File: src/rtl/spi_slave_ctrl_pkg.sv
// rtl/spi_slave_ctrl_pkg.sv - shared types and constants for the SPI responder
//
// Contents:
//   state_t              FSM state (IDLE, ACTIVE)
//   DEFAULT_WIDTH        default bits per SPI word
//   DEFAULT_SYNC_STAGES  default synchronizer depth
//   MISO_IDLE            level driven on miso while not selected
package spi_slave_ctrl_pkg;

    typedef enum logic {
        IDLE   = 1'b0,
        ACTIVE = 1'b1
    } state_t;

    localparam int   DEFAULT_WIDTH       = 8;
    localparam int   DEFAULT_SYNC_STAGES = 2;
    localparam logic MISO_IDLE           = 1'b0;

endpackage

File: src/rtl/spi_slave_ctrl_sync.sv
// rtl/spi_slave_ctrl_sync.sv - single-bit multi-flop synchronizer (module spi_sync)
//
// Parameters:
//   STAGES     number of flops in the chain (>=2)
//   RESET_VAL  level every flop takes during reset (the pin's idle level)
// Ports:
//   clk    in   system clock
//   rst_b  in   asynchronous active-low reset
//   d      in   asynchronous input pin
//   q      out  synchronized copy of d, STAGES clk cycles late
module spi_sync #(
    parameter int   STAGES    = 2,
    parameter logic RESET_VAL = 1'b0
) (
    input  logic clk,
    input  logic rst_b,
    input  logic d,
    output logic q
);

    logic [STAGES-1:0] chain;

    always_ff @(posedge clk or negedge rst_b) begin
        if (!rst_b) begin
            chain <= {STAGES{RESET_VAL}};
        end else begin
            chain <= {chain[STAGES-2:0], d};
        end
    end

    assign q = chain[STAGES-1];

endmodule

File: src/rtl/spi_slave_ctrl.sv
// rtl/spi_slave_ctrl.sv - SPI mode-0 responder oversampled by the system clock
//
// Optional feature macro: SPI_SLAVE_CTRL_ERR_EN (adds tx_underrun and frame_err).
//
// Ports:
//   clk          in   system clock, at least 8x sclk
//   rst_b        in   asynchronous active-low reset
//   cs_b         in   SPI chip select, active low (asynchronous)
//   sclk         in   SPI clock (asynchronous)
//   mosi         in   SPI data from master
//   miso         out  SPI data to master, 0 while idle
//   rx_data      out  last complete received word
//   rx_valid     out  one-cycle pulse when rx_data updates
//   tx_data      in   next word to transmit
//   tx_valid     in   tx_data offered
//   tx_ready     out  holding register empty
//   busy         out  synchronized chip select is asserted
//   tx_underrun  out  (ERR_EN) word boundary reloaded zeros from an empty holding register
//   frame_err    out  (ERR_EN) chip select released mid-word
module spi_slave_ctrl
    import spi_slave_ctrl_pkg::*;
#(
    parameter int WIDTH       = DEFAULT_WIDTH,
    parameter int SYNC_STAGES = DEFAULT_SYNC_STAGES
) (
    input  logic             clk,
    input  logic             rst_b,
    input  logic             cs_b,
    input  logic             sclk,
    input  logic             mosi,
    output logic             miso,
    output logic [WIDTH-1:0] rx_data,
    output logic             rx_valid,
    input  logic [WIDTH-1:0] tx_data,
    input  logic             tx_valid,
    output logic             tx_ready,
    output logic             busy
`ifdef SPI_SLAVE_CTRL_ERR_EN
    ,
    output logic             tx_underrun,
    output logic             frame_err
`endif
);

    localparam int             CNT_W    = $clog2(WIDTH);
    localparam logic [CNT_W-1:0] LAST_BIT = CNT_W'(WIDTH - 1);

    logic cs_s, sclk_s, mosi_s;
    logic cs_prev, sclk_prev;

    state_t             state;
    logic [CNT_W-1:0]   bit_cnt;
    logic [WIDTH-2:0]   rx_shift;
    logic [WIDTH-1:0]   tx_shift;
    logic [WIDTH-1:0]   hold;
    logic               hold_full;

    logic             cs_fall, cs_rise, sclk_rise, sclk_fall;
    logic             start, stop, boundary, copy, tx_load;
    logic [WIDTH-1:0] hold_word, tx_next, rx_word;

    spi_sync #(.STAGES(SYNC_STAGES), .RESET_VAL(1'b1)) u_sync_cs (
        .clk(clk), .rst_b(rst_b), .d(cs_b), .q(cs_s)
    );
    spi_sync #(.STAGES(SYNC_STAGES), .RESET_VAL(1'b0)) u_sync_sclk (
        .clk(clk), .rst_b(rst_b), .d(sclk), .q(sclk_s)
    );
    spi_sync #(.STAGES(SYNC_STAGES), .RESET_VAL(1'b0)) u_sync_mosi (
        .clk(clk), .rst_b(rst_b), .d(mosi), .q(mosi_s)
    );

    always_comb begin
        cs_fall   = cs_prev & ~cs_s;
        cs_rise   = ~cs_prev & cs_s;
        sclk_rise = ~sclk_prev & sclk_s;
        sclk_fall = sclk_prev & ~sclk_s;

        start    = (state == IDLE) & cs_fall;
        stop     = (state == ACTIVE) & cs_rise;
        // A falling sclk with the counter at 0 closes a word: the next word
        // is taken from the holding register instead of shifting.
        boundary = (state == ACTIVE) & ~cs_rise & sclk_fall & (bit_cnt == '0);
        copy     = start | boundary;

        hold_word = hold_full ? hold : '0;
        tx_next   = boundary ? hold_word : {tx_shift[WIDTH-2:0], 1'b0};
        rx_word   = {rx_shift, mosi_s};
        tx_load   = tx_valid & ~hold_full;
    end

    always_ff @(posedge clk or negedge rst_b) begin
        if (!rst_b) begin
            cs_prev   <= 1'b1;
            sclk_prev <= 1'b0;
            state     <= IDLE;
            bit_cnt   <= '0;
            rx_shift  <= '0;
            tx_shift  <= '0;
            hold      <= '0;
            hold_full <= 1'b0;
            miso      <= MISO_IDLE;
            rx_data   <= '0;
            rx_valid  <= 1'b0;
        end else begin
            cs_prev   <= cs_s;
            sclk_prev <= sclk_s;
            rx_valid  <= 1'b0;

            // A simultaneous copy reads the old content (hold_word) while the
            // new word lands in the register and keeps it full.
            if (tx_load) begin
                hold      <= tx_data;
                hold_full <= 1'b1;
            end else if (copy) begin
                hold_full <= 1'b0;
            end

            case (state)
                IDLE: begin
                    if (cs_fall) begin
                        state    <= ACTIVE;
                        bit_cnt  <= '0;
                        tx_shift <= hold_word;
                        miso     <= hold_word[WIDTH-1];
                    end
                end
                ACTIVE: begin
                    if (cs_rise) begin
                        // Any partial word is dropped silently.
                        state   <= IDLE;
                        bit_cnt <= '0;
                        miso    <= MISO_IDLE;
                    end else begin
                        if (sclk_rise) begin
                            rx_shift <= rx_word[WIDTH-2:0];
                            if (bit_cnt == LAST_BIT) begin
                                rx_data  <= rx_word;
                                rx_valid <= 1'b1;
                                bit_cnt  <= '0;
                            end else begin
                                bit_cnt <= bit_cnt + CNT_W'(1);
                            end
                        end
                        if (sclk_fall) begin
                            tx_shift <= tx_next;
                            miso     <= tx_next[WIDTH-1];
                        end
                    end
                end
                default: state <= IDLE;
            endcase
        end
    end

    assign tx_ready = ~hold_full;
    assign busy     = (state == ACTIVE);

`ifdef SPI_SLAVE_CTRL_ERR_EN
    always_ff @(posedge clk or negedge rst_b) begin
        if (!rst_b) begin
            tx_underrun <= 1'b0;
            frame_err   <= 1'b0;
        end else begin
            tx_underrun <= boundary & ~hold_full;
            frame_err   <= stop & (bit_cnt != '0);
        end
    end
`endif

endmodule
File: config.mk
export PLATFORM = sky130hd
export DESIGN_NAME = spi_slave_ctrl
export DESIGN_NICKNAME = d
export VERILOG_FILES = /design/src/rtl/spi_slave_ctrl_pkg.sv /design/src/rtl/spi_slave_ctrl_sync.sv /design/src/rtl/spi_slave_ctrl.sv
export SDC_FILE = /design/constraint.sdc
export NUM_CORES = 1
export LEC_CHECK = 0
export BUFFER_PORTS_ARGS = -buffer_cell sky130_fd_sc_hd__buf_2
export CORE_MARGIN = 5
export CORE_UTILIZATION = 30
export CTS_CLUSTER_DIAMETER = 80
export DETAILED_ROUTE_END_ITERATION = 12
export PLACE_DENSITY = 0.47
export SYNTH_ARGS = -nofsm -noshare
export SYNTH_HDL_FRONTEND = slang
export SYNTH_SLANG_ARGS = --single-unit
File: constraint.sdc
create_clock -name clk -period 1.65 [get_ports clk]
set_clock_uncertainty 0.05 [all_clocks]
set_input_delay 0.165 -clock clk [delete_from_list [all_inputs] [get_ports clk]]
set_output_delay 0.165 -clock clk [all_outputs]
set_load 0.05 [all_outputs]
Word-level counts from Yosys, hierarchy flattened
Index checks and enable logic that the tools add are counted.
- word-level logic and storage cells: 69
- bits of input ports: 14
- register bits: 45
- output and inout port bits: 12
- add/subtract/negate cells: 1
- muxes and demuxes: 24
- bitwise logic cells: 17
- eq/ne operators: 6
- reductions and logical operators: 7
- operators by type and width (kind ; count):
    $mux W7 ; 3
    $mux W8 ; 2
    $pmux W7 S2 ; 1
    $mux W3 ; 4
    $mux W1 ; 11
    $and A1 B1 Y1 ; 9
    $not A1 Y1 ; 7
    $ne A3 B1 Y1 const B ; 2
    $pmux W3 S2 ; 1
    $reduce_and A3 Y1 ; 2
    $ne A2 B2 Y1 const B ; 2
    $pmux W1 S2 ; 2
    $reduce_and A2 Y1 ; 2
    $reduce_and A4 Y1 ; 1
    $add A3 B1 Y3 const B ; 1
    $eq A3 B3 Y1 const B ; 1
    $logic_not A3 Y1 ; 1
    $ne A2 B1 Y1 const B ; 1
    $reduce_bool A2 Y1 ; 1
    $or A1 B1 Y1 ; 1

Logic depth before layout (Yosys ltp)
Gate-level depths: netlist of the first run.
- word-level depth: 10
- mapped depth: 6
- mapped depth without buffers: 6

Hierarchy
From an unflattened synthesis of the first run, not the netlist that was laid out.
- cell total of the unflattened synthesis: 157
- area, all modules: 1868.0 um^2
- by module, submodules not included (module ; cells each ; seq. area each (um^2) ; area each (um^2) ; times used):
    spi_slave_ctrl ; 151 ; 977.2 ; 1715.4 ; 1
    spi_sync at u_sync_mosi ... ; 2 ; 50.0 ; 50.0 ; 2
    spi_sync at u_sync_cs ; 2 ; 52.6 ; 52.6 ; 1

Least setup slack after synthesis of the first run
No wires, ideal clock.
- path kind: register -> register
- start point: reg state (netlist: busy)
- end point: reg rx_data[0]
- buffers on the path: 0
- data required time: 1475 ps
- stages on the path, launching flop included: 5
- slack: -175 ps
- setup time: 125 ps
- period minus slack after synthesis: 1825 ps
- data arrival time: 1650 ps
- path through: dfrtp_1 inv_2 nor3_4 nand2_4 mux2_4
- longest elaborated chain between the ends: 1
- RTL lines (element ; RTL line ; source):
    start, declared ; spi_slave_ctrl.sv:51 ; state_t state;
    start signal, assigned ; spi_slave_ctrl.sv:95 ; state <= IDLE;
    start signal, assigned ; spi_slave_ctrl.sv:121 ; state <= ACTIVE;
    start signal, assigned ; spi_slave_ctrl.sv:130 ; state <= IDLE;
    $reduce_and A4 Y1 (no source line) ; - ;
    end signal, assigned ; spi_slave_ctrl.sv:137 ; rx_data <= rx_word;
    end, declared ; spi_slave_ctrl.sv:32 ; output logic [WIDTH-1:0] rx_data,
No other way between the ends.
A chain may end at the register's enable or synchronous reset.

Worst setup path after layout of the first run
- start point: reg u_sync_cs.chain[1]
- end point: reg rx_data[0]
- longest elaborated chain between the ends: 3
- RTL lines (element ; RTL line ; source):
    start, declared ; spi_slave_ctrl_sync.sv:21 ; logic [STAGES-1:0] chain;
    start signal, assigned ; spi_slave_ctrl_sync.sv:25 ; chain <= {STAGES{RESET_VAL}};
    start signal, assigned ; spi_slave_ctrl_sync.sv:27 ; chain <= {chain[STAGES-2:0], d};
    $and A1 B1 Y1 ; spi_slave_ctrl.sv:74 ; cs_rise = ~cs_prev & cs_s;
    $not A1 Y1 (no source line) ; - ;
    $reduce_and A4 Y1 (no source line) ; - ;
No other way between the ends.

==> results of run 1 <==
[per-stage QoR]
step           setup slack [ns]  hold WS (ns)
3_5_place_dp             0.0521        0.0807
2_1_floorplan           0.00172        -0.181
5_1_grt                  0.0104        0.0341
4_1_cts                  0.0400        0.0378
6_report                 0.0941        0.0490
3_3_place_gp             0.0807        0.0742
[routing by layer]
metal  part of all wire  wire length (um)
met5                  0                 0
met4              0.016                52
met3              0.061               194
met2               0.44              1400
met1               0.48              1530
[synth_stat cells (2+ instances only)]
cell type   n  area, um^2
o21ai_0     2        10.0
mux2_2      9         101
inv_1       7        26.3
nor2_1      9        33.8
a31oi_1     7        43.8
buf_2       2        10.0
clkbuf_1    2        7.51
a22o_1      2        17.5
nand2b_1    3        18.8
a31o_2      2        17.5
mux2_4      8         120
o22ai_1     2        12.5
nand2_1    30         113
dfstp_2     3        78.8
nand3_1     6        30.0
a21oi_1     3        15.0
nor2b_1     4        25.0
dfrtp_1    42        1050
mux2i_1     2        20.0
ha_1        3        37.5
[cell usage in the layout (no fill, tap or decap), drive strengths merged, types with 3 or more instances in the layout]
cell / Yosys / routed
a21oi: 3 / 3
a31oi: 7 / 7
buf: 2 / 32
clkbuf: 2 / 7
dfrtp: 42 / 42
dfstp: 3 / 3
dlygate4sd3: 0 / 4
ha: 3 / 3
inv: 8 / 8
mux2: 17 / 17
nand2: 31 / 31
nand2b: 3 / 3
nand3: 6 / 6
nor2: 9 / 9
nor2b: 4 / 4
[layout make-up]
class / count / area, um^2
clock buffer: 7 / 96.3
clock inverter: 1 / 5.00
fill: 609 / 3690
inverter: 8 / 30.0
multi-input combinational: 97 / 674
sequential: 45 / 1130
tap: 75 / 93.8
timing repair buffer: 36 / 230
[cell families (layout without fill, tap and decap cells)]
| logic type | after synthesis | after routing |
|---|---|---|
| and+or+nand+nor | 56 | 56 |
| DFF | 45 | 45 |
| AOI/OAI and AO/OA | 19 | 19 |
| muxes | 19 | 19 |
| buffers and inverters | 12 | 52 |
| adders and majority gates | 3 | 3 |
[path summary, 6_finish.rpt]
| check | from | depth (start not counted) | end |
|---|---|---|---|
| setup / recovery | u_sync_cs.chain[1]$_DFF_PN1_ | 4 | rx_data[0]$_DFFE_PN0P_ |
| hold / removal | tx_data[0] | 2 | hold[0]$_DFFE_PN0P_ |
| setup reg to reg | u_sync_cs.chain[1]$_DFF_PN1_ | 4 | rx_data[0]$_DFFE_PN0P_ |
| hold reg to reg | u_sync_sclk.chain[0]$_DFF_PN0_ | 0 | u_sync_sclk.chain[1]$_DFF_PN0_ |
| max in group asynchronous | rst_b | 3 | cs_prev$_DFF_PN1_ |
| min in group asynchronous | rst_b | 2 | rx_data[7]$_DFFE_PN0P_ |
[timing repair]
item / CTS / global route
setup buffers: 0 / 0
endpoints found under the hold margin: 21 / 0
setup endpoints to repair: 0 / 14
resized for setup: 0 / 3
hold buffers: 4 / 0
[flip-flops by register name (all words and copies together), names as in the netlist]
name               count
bit_cnt                3
busy                   1
cs_prev                1
hold                   8
hold_full              1
miso                   1
rx_data                8
rx_shift               7
rx_valid               1
sclk_prev              1
tx_shift               7
u_sync_cs.chain        2
u_sync_mosi.chain      2
u_sync_sclk.chain      2
[power groups by stage]
stage | Combinational [mW] | Clock (mW) | Sequential (mW)
2_1_floorplan | 0.490 | 0 | 1.57
3_3_place_gp | 0.660 | 0 | 1.59
3_5_place_dp | 0.679 | 0 | 1.60
4_1_cts | 0.689 | 0.769 | 1.57
5_1_grt | 0.773 | 0.825 | 1.62
6_report | 0.679 | 0.730 | 1.57
==> flow_summary.yaml, run 1 <==
cts:
  clockRootBuffer: "clkbuf_8"
  clockBufferDepth: 2
  cts_max_level: 2
  worstSkewPairLatency_ns: 0.29
  cts_sinks: 45
  cts_tree: "done"
  clk_pin_slew_worst_paths_ns: 0.08
  cts_buffers: 5
sta:
  post-route-period-util: 0.943
  slew_headroom: 0.711
  finalSetupViolCount: 0
  rsz0062_at_grt: "no"
  tns_ns: 0
  min_period_ns: 1.56
  slew_violations: 0
  max_slew.worst_pin.slew_ns: 0.434
  fmax_ghz: 0.643
  hold_violations: 0
power_and_ir_drop:
  total_power_mw: 2.98
  p_sw_frac: 0.305
  power_switching_mw: 0.908
  leakage_nw: 1.15
  power_per_cell_area_nw_per_um2: 1320
  clkPwrFrac: 0.245
  power.combinational.fraction: 0.228
  sequentialPowerShare: 0.527
  internal_power_mw: 2.07
  vdd_ir_drop_max_mv: 0.647
yosys:
  ys_ff_latch: 45
  synth-edff-count: 0
  ys_types: 26
  synth_ff_type: "dfrtp_1"
  avgSynthCellArea_um2: 12.0
  ys_async_sr_fraction: 1.00
  netlist_area_um2: 1840
  synthMuxAreaShare: 0.131
  synth_fa_ha_area_frac: 0.0204
  yosysWarnings: 0
  synth-compound-area-share: 0.0673
  ys_seq_area_frac: 0.613
  syn_nets: 171
  syn_inst: 154
  synth_top_family_by_area: "simple AND/OR/NAND/NOR gates"
  synth_xor_area_frac: 0
  synthSimpleGateAreaFrac: 0.142
place:
  gp_congestion: 0.779
  dp_hpwl_um: 2360
  numPortBuffers: 25
  dp_cells: 257
  placed_cell_area_um2: 2110
routing:
  drt-initial-drc-count: 29
  finalWirelength_um: 3180
  first_pass_iters: 4
  drc_errors: 0
  avgRoutedWirePerCell_um: 11.8
  vias: 1163
  antenna_left: 0
  viasPerCell: 4.32
critical_path:
  cp_top_family: "flip-flops"
  end_kind: "flip-flop"
  worst_ep_arrival_time_ns: 1.68
  worst-setup-path-type: "flip-flop to flip-flop"
  start_kind: "flip-flop"
  crit_chain: "nor2b_2 -> nor3_4 -> nand2_4 -> mux2_4"
  crit_path_top_delay_cell: "dfstp_2"
  cp_slowest_stage_delay_ns: 0.59
  critPathRequiredTime_ns: 1.78
  critPathBufInv: 0
  crit_fanout: 9
  r2r_setup_slack_ns: 0.09
floorplanning:
  rows: 28
  die_x_um: 88.4
  dieArea_um2: 7810
  die_y_um: 88.4
  io_pins: 26
  fp.coreArea_um2: 5960
  initial_core_util: 0.309
grt:
  grt_max_degree: 28
  track_usage: 0.0936
  antenna_found_initial: 0
  grt_pass1_vias: 1230
  use_met2: 0.141
  met1_usage: 0.126
  grt_pass1_wl_um: 5690
  met3_usage: 0.0317
  busiest_layer: "met2"
  gr-total-overflow: 0
run:
  drv_cap: 0
layout:
  area_growth_pct: 22.8
  final_util: 0.380
  final_cells: 269
  nets: 210
  postLayoutCellArea_um2: 2260
  drive_gt1_frac: 0.356
  diodes: 0
hold_path:
  min-delay-path-class: "input pin to flip-flop"
status:
  status: "complete, no violations"
(Power assumes the default switching activity.)
==> run 2: changes to the inputs <==
--- a/config.mk
+++ b/config.mk
@@ -10,7 +10,9 @@
 export CORE_UTILIZATION = 30
 export CTS_CLUSTER_DIAMETER = 80
 export DETAILED_ROUTE_END_ITERATION = 12
+export HOLD_SLACK_MARGIN = 0.02
 export PLACE_DENSITY = 0.47
 export SYNTH_ARGS = -nofsm -noshare
 export SYNTH_HDL_FRONTEND = slang
+export SYNTH_HIERARCHICAL = 1
 export SYNTH_SLANG_ARGS = --single-unit
==> run 2 against run 1 <==
Effect of this change: worst setup slack lost 0.047 ns; count of clock-buffer cells in the layout shrank 1; largest cell class unchanged; highest routed layer unchanged; synthesized area grew 1.4%.
==> flow_summary.yaml, run 2 <==
routing:
  route.met3.wl_um: 134
  wl_met1_um: 1750
  avgRoutedWirePerCell_um: 13.0
  wl_met2_um: 1700
  antenna_left: 0
  drt-initial-drc-count: 70
  drc_errors: 0
  viasPerCell: 4.53
  finalWirelength_um: 3620
  first_pass_iters: 4
  top_layer: "met4"
  vias: 1260
yosys:
  netlist.area_leader.share: 0.563
  yosysMostFrequentCell: "dfrtp_1"
  ys_async_sr_fraction: 1.00
  syn_nets: 174
  synth-edff-count: 0
  ys_types: 30
  synth_common_cells: "dfrtp_1 (42), nand2_1 (25), mux2_2 (19)"
  ys_seq_area_frac: 0.605
  synth.largest_area_cell: "dfrtp_1"
  netlist_area_um2: 1870
  syn_inst: 157
  synth_area_leaders: "dfrtp_1 (56%), mux2_2 (11%), nand2_1 (5.0%)"
  ys_ff_latch: 45
  synth_ff_type: "dfrtp_1"
  yosysWarnings: 6
  avgSynthCellArea_um2: 11.9
cts:
  cts_max_level: 2
  cts_tree: "done"
  clockBufferDepth: 2
  worstSkewPairLatency_ns: 0.29
  cts_buffers: 5
  clk_pin_slew_worst_paths_ns: 0.09
  clockRootBuffer: "clkbuf_8"
  cts_sinks: 45
critical_path:
  cp_top_family: "multiplexers"
  cp_slowest_stage_delay_ns: 0.41
  crit_path_top_delay_cell: "dfrtp_1"
  worst-setup-path-type: "flip-flop to flip-flop"
  crit_chain: "inv_1 -> ha_2 -> and4bb_2 -> mux2_4 -> o22ai_2 -> mux2_2"
  worst_ep_arrival_time_ns: 1.79
  critPathBufInv: 1
  start_kind: "flip-flop"
  crit_fanout: 3
  end_kind: "flip-flop"
  critPathRequiredTime_ns: 1.83
layout:
  postLayoutCellArea_um2: 2340
  drive_gt1_frac: 0.374
  area_growth_pct: 25.1
  final_common_cell: "dfrtp_1"
  nets: 219
  largest_registers: "hold (8), rx_data (8)"
  multi_input_comb_area_um2: 727
  n_fill_cell: 592
  register_area_um2: 1130
  diodes: 0
  layout_common_cells: "dfrtp_1 (41), nand2_1 (25), buf_2 (25), mux2_2 (18)"
  final_util: 0.390
power_and_ir_drop:
  leakage_nw: 1.16
  sequentialPowerShare: 0.518
  power.combinational.fraction: 0.259
  clkPwrFrac: 0.223
  p_sw_frac: 0.316
  vdd_ir_drop_max_mv: 0.489
  power_per_cell_area_nw_per_um2: 1270
  internal_power_mw: 2.03
  power_switching_mw: 0.935
grt:
  grt_pass1_wl_um: 5850
  track_usage: 0.0961
  antenna_found_initial: 0
  gr-total-overflow: 0
  grt_max_degree: 29
  grt_pass1_vias: 1242
hold_path:
  min-delay-path-class: "input pin to flip-flop"
floorplanning:
  die_x_um: 88.9
  fp.coreArea_um2: 5990
  dieArea_um2: 7900
  rows: 28
  die_y_um: 88.9
  io_pins: 26
  initial_core_util: 0.312
sta:
  min_period_ns: 1.60
  max_slew.worst_pin.slew_ns: 0.433
  fmax_ghz: 0.624
  finalSetupViolCount: 0
  slew_headroom: 0.711
  post-route-period-util: 0.972
  slew_violations: 0
  tns_ns: 0
  hold_violations: 0
status:
  status: "complete, no violations"
place:
  placed_cell_area_um2: 2150
  dp_hpwl_um: 2660
  numPortBuffers: 25
  gp_congestion: 0.813
run:
  drv_cap: 0
## run 2: power by group through the flow
stage	clock network (mW)	registers [mW]	logic, mW
2_1_floorplan	0	1.56	0.475
3_5_place_dp	0	1.56	0.729
6_report	0.661	1.53	0.767
4_1_cts	0.691	1.54	0.737
5_1_grt	0.743	1.57	0.849
3_3_place_gp	0	1.55	0.708
## run 2: layer usage
metal / vias to the layer above / GRT usage
met3: 4 / 0.0313
li1: 629 / -
met2: 16 / 0.146
met5: - / 0
met1: 611 / 0.131
met4: 0 / 0.0288
## run 2: kinds of logic after synthesis
logic type	Yosys count	synth area share
adders and majority gates	3	0.0201
DFF	45	0.605
buffers and inverters	10	0.0201
AOI/OAI and AO/OA	25	0.0770
muxes	20	0.120
and+or+nand+nor	54	0.158
## run 2: worst paths after layout
| path | slack (ns) | start | to | cells past startpoint |
|---|---|---|---|---|
| max | 0.05 | bit_cnt[1]$_DFFE_PN0P_ | miso$_DFFE_PN0P_ | 6 |
| min | 0.05 | tx_data[3] | hold[3]$_DFFE_PN0P_ | 2 |
| max reg2reg | 0.05 | bit_cnt[1]$_DFFE_PN0P_ | miso$_DFFE_PN0P_ | 6 |
| min reg2reg | 0.31 | u_sync_sclk/chain[0]$_DFF_PN0_ | u_sync_sclk/chain[1]$_DFF_PN0_ | 0 |
| max in group asynchronous | 0.70 | rst_b | cs_prev$_DFF_PN1_ | 3 |
| min in group asynchronous | 0.28 | rst_b | rx_valid$_DFF_PN0_ | 2 |
## run 2: area by class of cell
cell class	count	share of cell area
Multi-Input combinational cell	102	0.311
Sequential cell	45	0.484
Clock inverter	2	0.00642
Timing Repair Buffer	42	0.118
Clock buffer	6	0.0310
Tap cell	75	0.0401
Inverter	6	0.00964
## run 2: per-stage QoR
stage,hold slack (ns),setup slack [ns],power [mW],instances
final,0.0539,0.0466,2.96,278
after global placement,0.0789,0.0347,2.26,262
after detailed placement,0.0846,0.00501,2.29,262
after CTS,0.0450,0.0141,2.96,274
after floorplan,-0.181,-0.000950,2.03,157
after global routing,0.0472,-0.0236,3.16,278
## run 2: timing repair
action / CTS / global route
pin swaps: 0 / 0
hold buffers: 4 / 0
endpoints found under the setup margin: 2 / 15
cloned: 0 / 0
gates resized for setup: 1 / 6
endpoints found under the hold margin: 20 / 0
buffers inserted: 0 / 4
